===== src/rtl/cpu_fetch_pkg.sv =====
// Shared types and constants for the instruction fetch unit.
package cpu_fetch_pkg;

  typedef enum logic [1:0] {
    IDLE  = 2'd0,
    FETCH = 2'd1,
    HOLD  = 2'd2,
    DROP  = 2'd3
  } fetch_state_e;

  localparam logic [31:0] PC_STEP          = 32'd4;
  localparam logic [31:0] RESET_PC_DEFAULT = 32'h0000_0000;

  typedef struct packed {
    logic [31:0] pc;
    logic [31:0] ins;
  } fetch_entry_t;

  function automatic logic [31:0] align_pc(input logic [31:0] pc);
    return pc & ~32'h3;
  endfunction

endpackage


===== src/rtl/fetch_buf.sv =====
// Two-entry in-order instruction buffer; slot 0 is always the head.
module fetch_buf
  import cpu_fetch_pkg::*;
(
  input  logic         clk,
  input  logic         rst_n,
  input  logic         push,
  input  logic         pop,
  input  logic         flush,
  input  fetch_entry_t din,
  output logic [1:0]   count,
  output logic         head_valid,
  output fetch_entry_t head
);

  logic         v0_q, v0_d, v1_q, v1_d;
  fetch_entry_t e0_q, e0_d, e1_q, e1_d;

  always_comb begin
    v0_d = v0_q;
    v1_d = v1_q;
    e0_d = e0_q;
    e1_d = e1_q;
    if (pop && v0_q) begin
      v0_d = v1_q;
      e0_d = e1_q;
      v1_d = 1'b0;
    end
    // Push lands in the first free slot after any pop has shifted the queue.
    if (push) begin
      if (!v0_d) begin
        e0_d = din;
        v0_d = 1'b1;
      end else begin
        e1_d = din;
        v1_d = 1'b1;
      end
    end
    if (flush) begin
      v0_d = 1'b0;
      v1_d = 1'b0;
    end
  end

  always_ff @(posedge clk) begin
    if (!rst_n) begin
      v0_q <= 1'b0;
      v1_q <= 1'b0;
      e0_q <= '0;
      e1_q <= '0;
    end else begin
      v0_q <= v0_d;
      v1_q <= v1_d;
      e0_q <= e0_d;
      e1_q <= e1_d;
    end
  end

  assign count      = {1'b0, v0_q} + {1'b0, v1_q};
  assign head_valid = v0_q;
  assign head       = e0_q;

endmodule


===== src/rtl/ins_fetch.sv =====
// Instruction fetch: request/ack memory interface feeding a 2-entry buffer,
// with redirect handling that discards in-flight data.
module ins_fetch
  import cpu_fetch_pkg::*;
#(
  parameter logic [31:0] RESET_PC  = RESET_PC_DEFAULT,
  parameter int          BUF_DEPTH = 2
) (
  input  logic        clk,
  input  logic        rst_n,
  output logic        imem_req,
  output logic [31:0] imem_addr,
  input  logic        imem_ack,
  input  logic [31:0] imem_rdata,
  input  logic        redirect_valid,
  input  logic [31:0] redirect_pc,
  output logic        out_valid,
  input  logic        out_ready,
  output logic [31:0] out_ins,
  output logic [31:0] out_pc
);

  fetch_state_e state_q, state_d;
  logic [31:0]  pc_q, pc_d;
  logic [31:0]  addr_q, addr_d;
  logic         req_q, req_d;

  logic         xfer, buf_push, buf_pop, buf_valid;
  logic [1:0]   buf_count, cnt_after;
  logic [31:0]  tgt, nxt;
  fetch_entry_t buf_din, buf_head;

  assign xfer     = req_q & imem_ack;
  assign tgt      = align_pc(redirect_pc);
  assign nxt      = addr_q + PC_STEP;
  assign buf_push = (state_q == FETCH) & xfer & ~redirect_valid;
  assign buf_pop  = buf_valid & out_ready & ~redirect_valid;
  assign buf_din  = '{pc: addr_q, ins: imem_rdata};
  assign cnt_after = buf_count + {1'b0, buf_push} - {1'b0, buf_pop};

  always_comb begin
    state_d = state_q;
    pc_d    = pc_q;
    addr_d  = addr_q;
    req_d   = req_q;
    case (state_q)
      IDLE: begin
        state_d = FETCH;
        req_d   = 1'b1;
        addr_d  = redirect_valid ? tgt : pc_q;
        pc_d    = addr_d;
      end
      FETCH: begin
        if (redirect_valid && xfer) begin
          addr_d = tgt;
          pc_d   = tgt;
        end else if (redirect_valid) begin
          // Request is still outstanding; it must complete before the new one.
          state_d = DROP;
          pc_d    = tgt;
        end else if (xfer) begin
          pc_d   = nxt;
          addr_d = nxt;
          if (int'(cnt_after) < BUF_DEPTH) begin
            req_d = 1'b1;
          end else begin
            req_d   = 1'b0;
            state_d = HOLD;
          end
        end
      end
      HOLD: begin
        if (redirect_valid) begin
          state_d = FETCH;
          req_d   = 1'b1;
          addr_d  = tgt;
          pc_d    = tgt;
        end else if (buf_pop) begin
          state_d = FETCH;
          req_d   = 1'b1;
          addr_d  = pc_q;
        end
      end
      DROP: begin
        if (xfer) begin
          state_d = FETCH;
          req_d   = 1'b1;
          addr_d  = redirect_valid ? tgt : pc_q;
          pc_d    = addr_d;
        end else if (redirect_valid) begin
          pc_d = tgt;
        end
      end
      default: begin
        state_d = IDLE;
        req_d   = 1'b0;
      end
    endcase
  end

  always_ff @(posedge clk) begin
    if (!rst_n) begin
      state_q <= IDLE;
      pc_q    <= RESET_PC;
      addr_q  <= '0;
      req_q   <= 1'b0;
    end else begin
      state_q <= state_d;
      pc_q    <= pc_d;
      addr_q  <= addr_d;
      req_q   <= req_d;
    end
  end

  fetch_buf u_buf (
    .clk        (clk),
    .rst_n      (rst_n),
    .push       (buf_push),
    .pop        (buf_pop),
    .flush      (redirect_valid),
    .din        (buf_din),
    .count      (buf_count),
    .head_valid (buf_valid),
    .head       (buf_head)
  );

  assign imem_req  = req_q;
  assign imem_addr = addr_q;
  assign out_valid = buf_valid;
  assign out_ins   = buf_head.ins;
  assign out_pc    = buf_head.pc;

endmodule


===== config.mk =====
export PLATFORM = sky130hd
export DESIGN_NAME = ins_fetch
export DESIGN_NICKNAME = d
export VERILOG_FILES = /design/src/rtl/cpu_fetch_pkg.sv /design/src/rtl/fetch_buf.sv /design/src/rtl/ins_fetch.sv
export SDC_FILE = /design/constraint.sdc
export NUM_CORES = 1
export LEC_CHECK = 0
export CAP_MARGIN = 20
export CORE_MARGIN = 2
export CORE_UTILIZATION = 53
export DETAILED_ROUTE_END_ITERATION = 16
export GPL_TIMING_DRIVEN = 0
export PLACE_DENSITY = 0.8
export SLEW_MARGIN = 15
export SYNTH_ARGS = -nofsm -noshare
export SYNTH_HDL_FRONTEND = slang
export SYNTH_SLANG_ARGS = --single-unit
export TNS_END_PERCENT = 10

===== constraint.sdc =====
create_clock -name clk -period 2.5 [get_ports clk]
set_input_delay 0.25 -clock clk [delete_from_list [all_inputs] [get_ports clk]]
set_output_delay 0.25 -clock clk [all_outputs]
set_load 0.005 [all_outputs]

## Word level (Yosys, flattened, before mapping)

Cells that the tools add are included.

| cells by class | value |
|---|---|
| reduce and logical (&&, ||, !) cells | 9 |
| add/sub/neg operators | 4 |
| equal/unequal tests | 13 |
| order comparisons | 1 |
| bitwise operators | 7 |
| muxes and demuxes | 35 |

Operators with widths:

| kind | count |
|---|---|
| 2-to-1 mux 32 bit | 9 |
| 2-to-1 mux 64 bit | 3 |
| case mux 32 bit (4 select lines) | 1 |
| case mux 32 bit (2 select lines) | 1 |
| adder 32 x 3 -> 32 bit, second input constant | 1 |
| 2-to-1 mux 2 bit | 7 |
| 2-to-1 mux 1 bit | 12 |
| AND reduction 5 bit | 2 |
| inequality test 3 bit, second input constant | 3 |
| inequality test 2 bit, second input constant | 4 |
| case mux 2 bit (4 select lines) | 1 |
| inequality test 3 x 2 -> 1 bit, second input constant | 2 |
| AND 1 bit | 5 |
| equality test 2 bit, second input constant | 2 |
| inequality test 4 x 3 -> 1 bit, second input constant | 1 |
| case mux 1 bit (4 select lines) | 1 |
| AND reduction 4 bit | 1 |
| OR reduction 3 bit | 1 |
| adder 1 x 1 -> 2 bit | 1 |
| adder 2 x 1 -> 2 bit | 1 |
| equality test 2 x 1 -> 1 bit, second input constant | 1 |
| logical AND 1 bit | 2 |
| zero test 2 bit | 1 |
| < comparator 2 bit, second input constant | 1 |
| other kinds (4) | 5 |

| word-level totals | value |
|---|---|
| flip-flop bits (word level) | 197 |
| word-level logic and storage cells | 79 |

## Depth between registers and ports, before layout

| logic depth | value |
|---|---|
| depth in word-level cells | 11 |
| mapped depth | 11 |
| mapped depth without buffers | 9 |

## By module

From an unflattened synthesis, not the netlist that was laid out.

| second synthesis, totals | value |
|---|---|
| cells, all modules | 1214 |
| area total of the unflattened synthesis | 10498.8 um^2 |

Modules (own cells, without submodules):

| module | cells each | sequential area each (um^2) | area an instance (um^2) | instances |
|---|---|---|---|---|
| fetch_buf | 652 | 2602.5 | 6349.8 | 1 |
| ins_fetch | 562 | 1341.3 | 4149.0 | 1 |

## Least setup slack after synthesis

Ideal clock, no wire load.

| timing path | value |
|---|---|
| path kind | input-to-reg |
| start point | in redirect_valid |
| end point | reg state_q[1] |
| data required time | 2.372 ns |
| stages on the path | 11 |
| path slack | 0.446 ns |
| arrival | 1.926 ns |
| cells stage by stage | buf_2 nand3b_1 inv_1 clkbuf_1 ha_1 inv_1 ha_1 nor2_1 xor2_1 o22a_1 nor2_1 |

| between the ends | value |
|---|---|
| longest elaborated chain between the ends | 7 |
| elaborated cells on any way between the ends | 16 |
| those cells by class | 2 x add/sub; 1 x order compare; 4 x eq/ne; 4 x mux; 3 x bitwise; 2 x reduce/logical |

Ends and longest elaborated chain:

| item | RTL line | source |
|---|---|---|
| from (decl) | ins_fetch.sv:15 | `input logic redirect_valid,` |
| NOT 1 bit | ins_fetch.sv:36, ins_fetch.sv:37 |  |
| AND 1 bit | ins_fetch.sv:36 | `assign buf_push = (state_q == FETCH) & xfer & ~redirect_valid;` |
| adder 2 x 1 -> 2 bit | ins_fetch.sv:39 | `assign cnt_after = buf_count + {1'b0, buf_push} - {1'b0, buf_pop};` |
| subtractor 2 x 1 -> 2 bit | ins_fetch.sv:39 |  |
| < comparator 2 bit | ins_fetch.sv:64 | `if (int'(cnt_after) < BUF_DEPTH) begin` |
| inequality test 3 bit (no line) | n/a |  |
| AND reduction 5 bit (no line) | n/a |  |
| to (signal assigned) | ins_fetch.sv:108 | `state_q <= state_d;` |
| to (decl) | ins_fetch.sv:23 | `fetch_state_e state_q, state_d;` |

Several ways; a longest one is shown, not always the timed one. The select of a mux whose other input is x is not followed.
A chain may end at the register's enable or synchronous reset.

## Worst setup path after layout

| timing path | value |
|---|---|
| start point | reg req_q, in the netlist imem_req |
| end point | reg addr_q[19], in the netlist imem_addr[19] |

| between the ends | value |
|---|---|
| longest elaborated chain between the ends | 4 |
| elaborated cells on any way between the ends | 8 |
| those cells by class | 3 x eq/ne; 2 x mux; 1 x bitwise; 2 x reduce/logical |

Ends and longest elaborated chain:

| item | RTL line | source |
|---|---|---|
| from (decl) | ins_fetch.sv:26 | `logic req_q, req_d;` |
| from (signal assigned) | ins_fetch.sv:111 | `req_q <= req_d;` |
| AND 1 bit * | ins_fetch.sv:33 | `assign xfer = req_q & imem_ack;` |
| logical AND 1 bit | ins_fetch.sv:54 | `if (redirect_valid && xfer) begin` |
| inequality test 3 x 2 -> 1 bit (no line) or 2-to-1 mux 32 bit (tied branches) | n/a |  |
| AND reduction 4 bit (no line) or case mux 32 bit (4 select lines) (tied branches) | n/a |  |
| to (signal assigned) | ins_fetch.sv:110 | `addr_q <= addr_d;` |
| to (decl) | ins_fetch.sv:25 | `logic [31:0] addr_q, addr_d;` |

Mark *: on every way between the ends. The rest lies on a longest branch, timed or not.

==> impl_results.md <==
* Maximum vdd drop at 0.0005171 V
* First-pass GRT wire length at 50,490 microns
* Synth unique cells at 73
* Combinational power share at 0.132
* Total Routed Length at 32,830 microns
* Syn avg cell area at 7.799 sq um
* Power density cells at 610.5 nW/um^2
* Place WS at -283.7 ps
* Vias in the first global route at 9,462
* RSZ-0062 raised after global routing: false
* Filler cells at 1,492
* Hold Path End: imem_addr[30]$_SDFFE_PN0P_
* Number of iterations in the first detailed-routing pass at 6
* Sink Count at 197
* Synth Area in Simple Gates at 0.2379
* Number of synthesis warnings at 0
* Post-CTS Setup Inserts at 0
* Fmax at 412.5 MHz
* WS Path Type: register to register
* Largest family of logic cells by synthesized area: compound AO/OA/AOI/OAI gates
* Crit-path max FO at 10
* Fin Hold WS at 249.5 ps
* Origin of the worst setup path: imem_req$_SDFFE_PN0P_
* Worst r2r src: imem_req$_SDFFE_PN0P_
* Syn-to-layout area delta at 27.39%
* P_sw at 2.043 mW
* CTS H-Tree Depth at 4
* Number of flops mapped to enable cells by yosys at 0
* ANT nets after route at 0
* Chip width at 136.3 microns
* CTS buffer count at 17
* Sw frac at 0.2833
* CTS tree: yes
* Core Region at 17,180 sq um
* Post-Synth XOR/XNOR Area at 0.02645
* Grt ovf at 0
* Skew final at 9.218 ps
* Register-to-Register Path Depth at 6
* Antenna Cells at 0
* Slew Viols, Final at 0
* Sequential fraction of design power at 0.464
* Die Ht at 136.3 microns
* Synth Cell Area at 9273 sq um
* Syn Inst Count at 1,189
* Crit. End Element: register
* Max clock buf depth at 2
* FP Rows at 48
* DRC errors left at 0
* Ys async rst share at 0
* Pint at 5.168 mW
* Initial antenna violation count at 0
* Hold-critical path depth at 3
* Yosys reg bits at 197
* Main synth FF type: dfxtp_1
* Post-synthesis sequential area ratio at 0.4253
* Worst path bufs/invs at 1
* Fin. Hold Viols at 0
* Worst slew margin at 0.4719
* Tmin final at 2424 ps
* Port bufs at 162
* Final net count at 1,442
* Max-cap violations at 0
* Leakage Power at 3.986 nW
* CP Launch Type: register
* Clock power share at 0.403
* Multiplexer area fraction after synthesis at 0.009041
* Syn nets at 1,261
* Top Ports at 167
* Final setup fails at 0
* Setup ws final at 75.66 ps
* Critical path cell sequence: nand2_1 > a21oi_2 > clkbuf_1 > a22oi_1 > o31a_1 > o22ai_1
* DR iter-0 viols at 1,098
* Vias at 10,060
* Worst-Margin Slew at 792.2 ps
* Worst-Skew Late Latency at 450 ps
* Setup slack, reg-to-reg at 80 ps
* Final Wtd Congestion at 0.9488
* Post-synthesis compound-gate area fraction at 0.2379
* Max stage delay on crit path at 590 ps
* Critical path's slowest cell: clkbuf_1
* Mean routed wirelength per cell at 20.42 microns
* CTS root buf: clkbuf_16
* Total track usage at 0.3526
* Final HPWL DP at 23,100 microns
* Hold path startpoint: rst_n
* Initial Util at 0.5398
* Final period util at 0.9697
* RR Endpoint: imem_addr[19]$_SDFFE_PN0P_
* Cell family with most CP delay: compound AO/OA/AOI/OAI gates
* Outcome: completed
* CP required at 2870 ps
* Worst hold path type: input port to register
* Crit path arrival time at 2800 ps
* Clock-pin slew on the worst setup and hold paths at 80 ps
* Largest net degree at the start of global routing at 20
* DIE AREA at 18,570 sq um
* DR vias/cell at 6.254
* Area share of fa/ha/maj cells after synthesis at 0.004048
* Fraction of layout cells with a size suffix above 1 at 0.07520
-- cell type report --
| class | instances | area (sq um) | share of cell area |
|---|---|---|---|
| buffer | 117 | 514.2 | 0.04353 |
| clock buffer | 17 | 425.4 | 0.03601 |
| clock inverter | 15 | 196.4 | 0.01663 |
| inverter | 10 | 37.54 | 0.003178 |
| multi-input combinational | 865 | 4791 | 0.4056 |
| sequential | 197 | 3945 | 0.3340 |
| tap | 225 | 281.5 | 0.02383 |
| timing repair buffer | 162 | 1622 | 0.1373 |
-- through the flow --
step | setup TNS [ps] | instance area (sq um) | util | power, mW | instances
4_1_cts | 0 | 11800 | 0.6868 | 7.168 | 1608
3_3_place_gp | -14400 | 11180 | 0.6506 | 4.316 | 1576
5_1_grt | 0 | 11810 | 0.6877 | 7.397 | 1608
3_5_place_dp | -23590 | 11180 | 0.6506 | 4.330 | 1576
6_report | 0 | 11810 | 0.6877 | 7.211 | 1608
2_1_floorplan | 0 | 9273 | - | 3.852 | 1189
-- power by group through the flow --
| stage | combinational (mW) | clock [mW] | sequential [mW] |
|---|---|---|---|
| 4_1_cts | 0.923 | 2.90 | 3.34 |
| 3_3_place_gp | 0.906 | 0 | 3.41 |
| 5_1_grt | 1.01 | 3.03 | 3.36 |
| 2_1_floorplan | 0.465 | 0 | 3.39 |
| 6_report | 0.955 | 2.91 | 3.35 |
| 3_5_place_dp | 0.917 | 0 | 3.41 |
-- logic make-up (layout without fill, tap and decap cells) --
kind of cell | after synthesis | in the layout
DFF | 197 | 197
buffers and inverters | 127 | 321
AOI/OAI and AO/OA | 319 | 319
xor gates and xnor gates | 28 | 28
and+or+nand+nor | 507 | 507
adders and majority gates | 3 | 3
muxes | 8 | 8
-- timing repair --
item | 4_1_cts | 5_1_grt
hold buffers | 0 | 0
resized for setup | 0 | 7
endpoints found under the setup margin | 0 | 81
-- per-layer routing --
layer / up-vias / global-route usage / wire length [microns]
li1: 4588 / - / -
met1: 4702 / 0.4447 / 12800
met5: - / 0.02778 / 55
met2: 644 / 0.5603 / 14980
met4: 2 / 0.1626 / 1313
met3: 120 / 0.09359 / 3686
-- flip-flops by register name, summed over array words and instances, names as in the netlist --
register / count
u_buf.e1_q: 64
pc_q: 32
state_q: 2
u_buf.head_valid: 1
u_buf.head: 64
imem_addr: 32
u_buf.v1_q: 1
imem_req: 1
-- worst max-delay path by stage --
stage	to	slack (ps)	depth (start not counted)
after floorplan	state_q[1]$_SDFFE_PN0P_	450	11
after global placement	state_q[1]$_SDFFE_PN0P_	-230	11
after detailed placement	u_buf.head[29]$_SDFF_PN0_	-280	7
after CTS	imem_addr[22]$_SDFFE_PN0P_	20	6
after global routing	imem_req$_SDFFE_PN0P_	10	10
final	imem_addr[19]$_SDFFE_PN0P_	80	6
-- worst min-delay path: stages --
cell and delay [ps]:
buf_2 160, nand2_1 110, o221ai_1 110
-- synth_stat cells (4+ instances only) --
cell type | n | share of area
nand2_1 | 303 | 0.12
nand3_1 | 26 | 0.014
and3_1 | 11 | 0.0074
o21a_1 | 5 | 0.0040
o21ai_0 | 36 | 0.019
mux2i_1 | 5 | 0.0054
a22oi_1 | 16 | 0.013
a221oi_1 | 18 | 0.017
or4_1 | 4 | 0.0032
buf_4 | 5 | 0.0040
nand4_1 | 11 | 0.0074
nor3_1 | 18 | 0.0097
a21oi_1 | 99 | 0.053
dfxtp_1 | 197 | 0.43
xnor2_1 | 12 | 0.011
buf_2 | 36 | 0.019
clkbuf_1 | 68 | 0.028
o211ai_1 | 5 | 0.0040
buf_1 | 5 | 0.0020
xor2_1 | 16 | 0.015
inv_1 | 8 | 0.0032
a22o_1 | 8 | 0.0076
a31oi_1 | 6 | 0.0040
a211oi_1 | 14 | 0.011
o22ai_1 | 11 | 0.0074
a311oi_1 | 66 | 0.062
nor2_1 | 100 | 0.040
nor4_1 | 6 | 0.0040
-- cell usage in the layout, fill, tap and decap left out, drive strengths merged, types with 18 or more instances in the layout --
cell type	n
a21oi	101
a221oi	18
a311oi	66
buf	47
clkbuf	87
clkdlybuf4s50	162
dfxtp	197
nand2	303
nand3	29
nor2	103
nor3	19
o21ai	37
(Power assumes the default switching activity.)
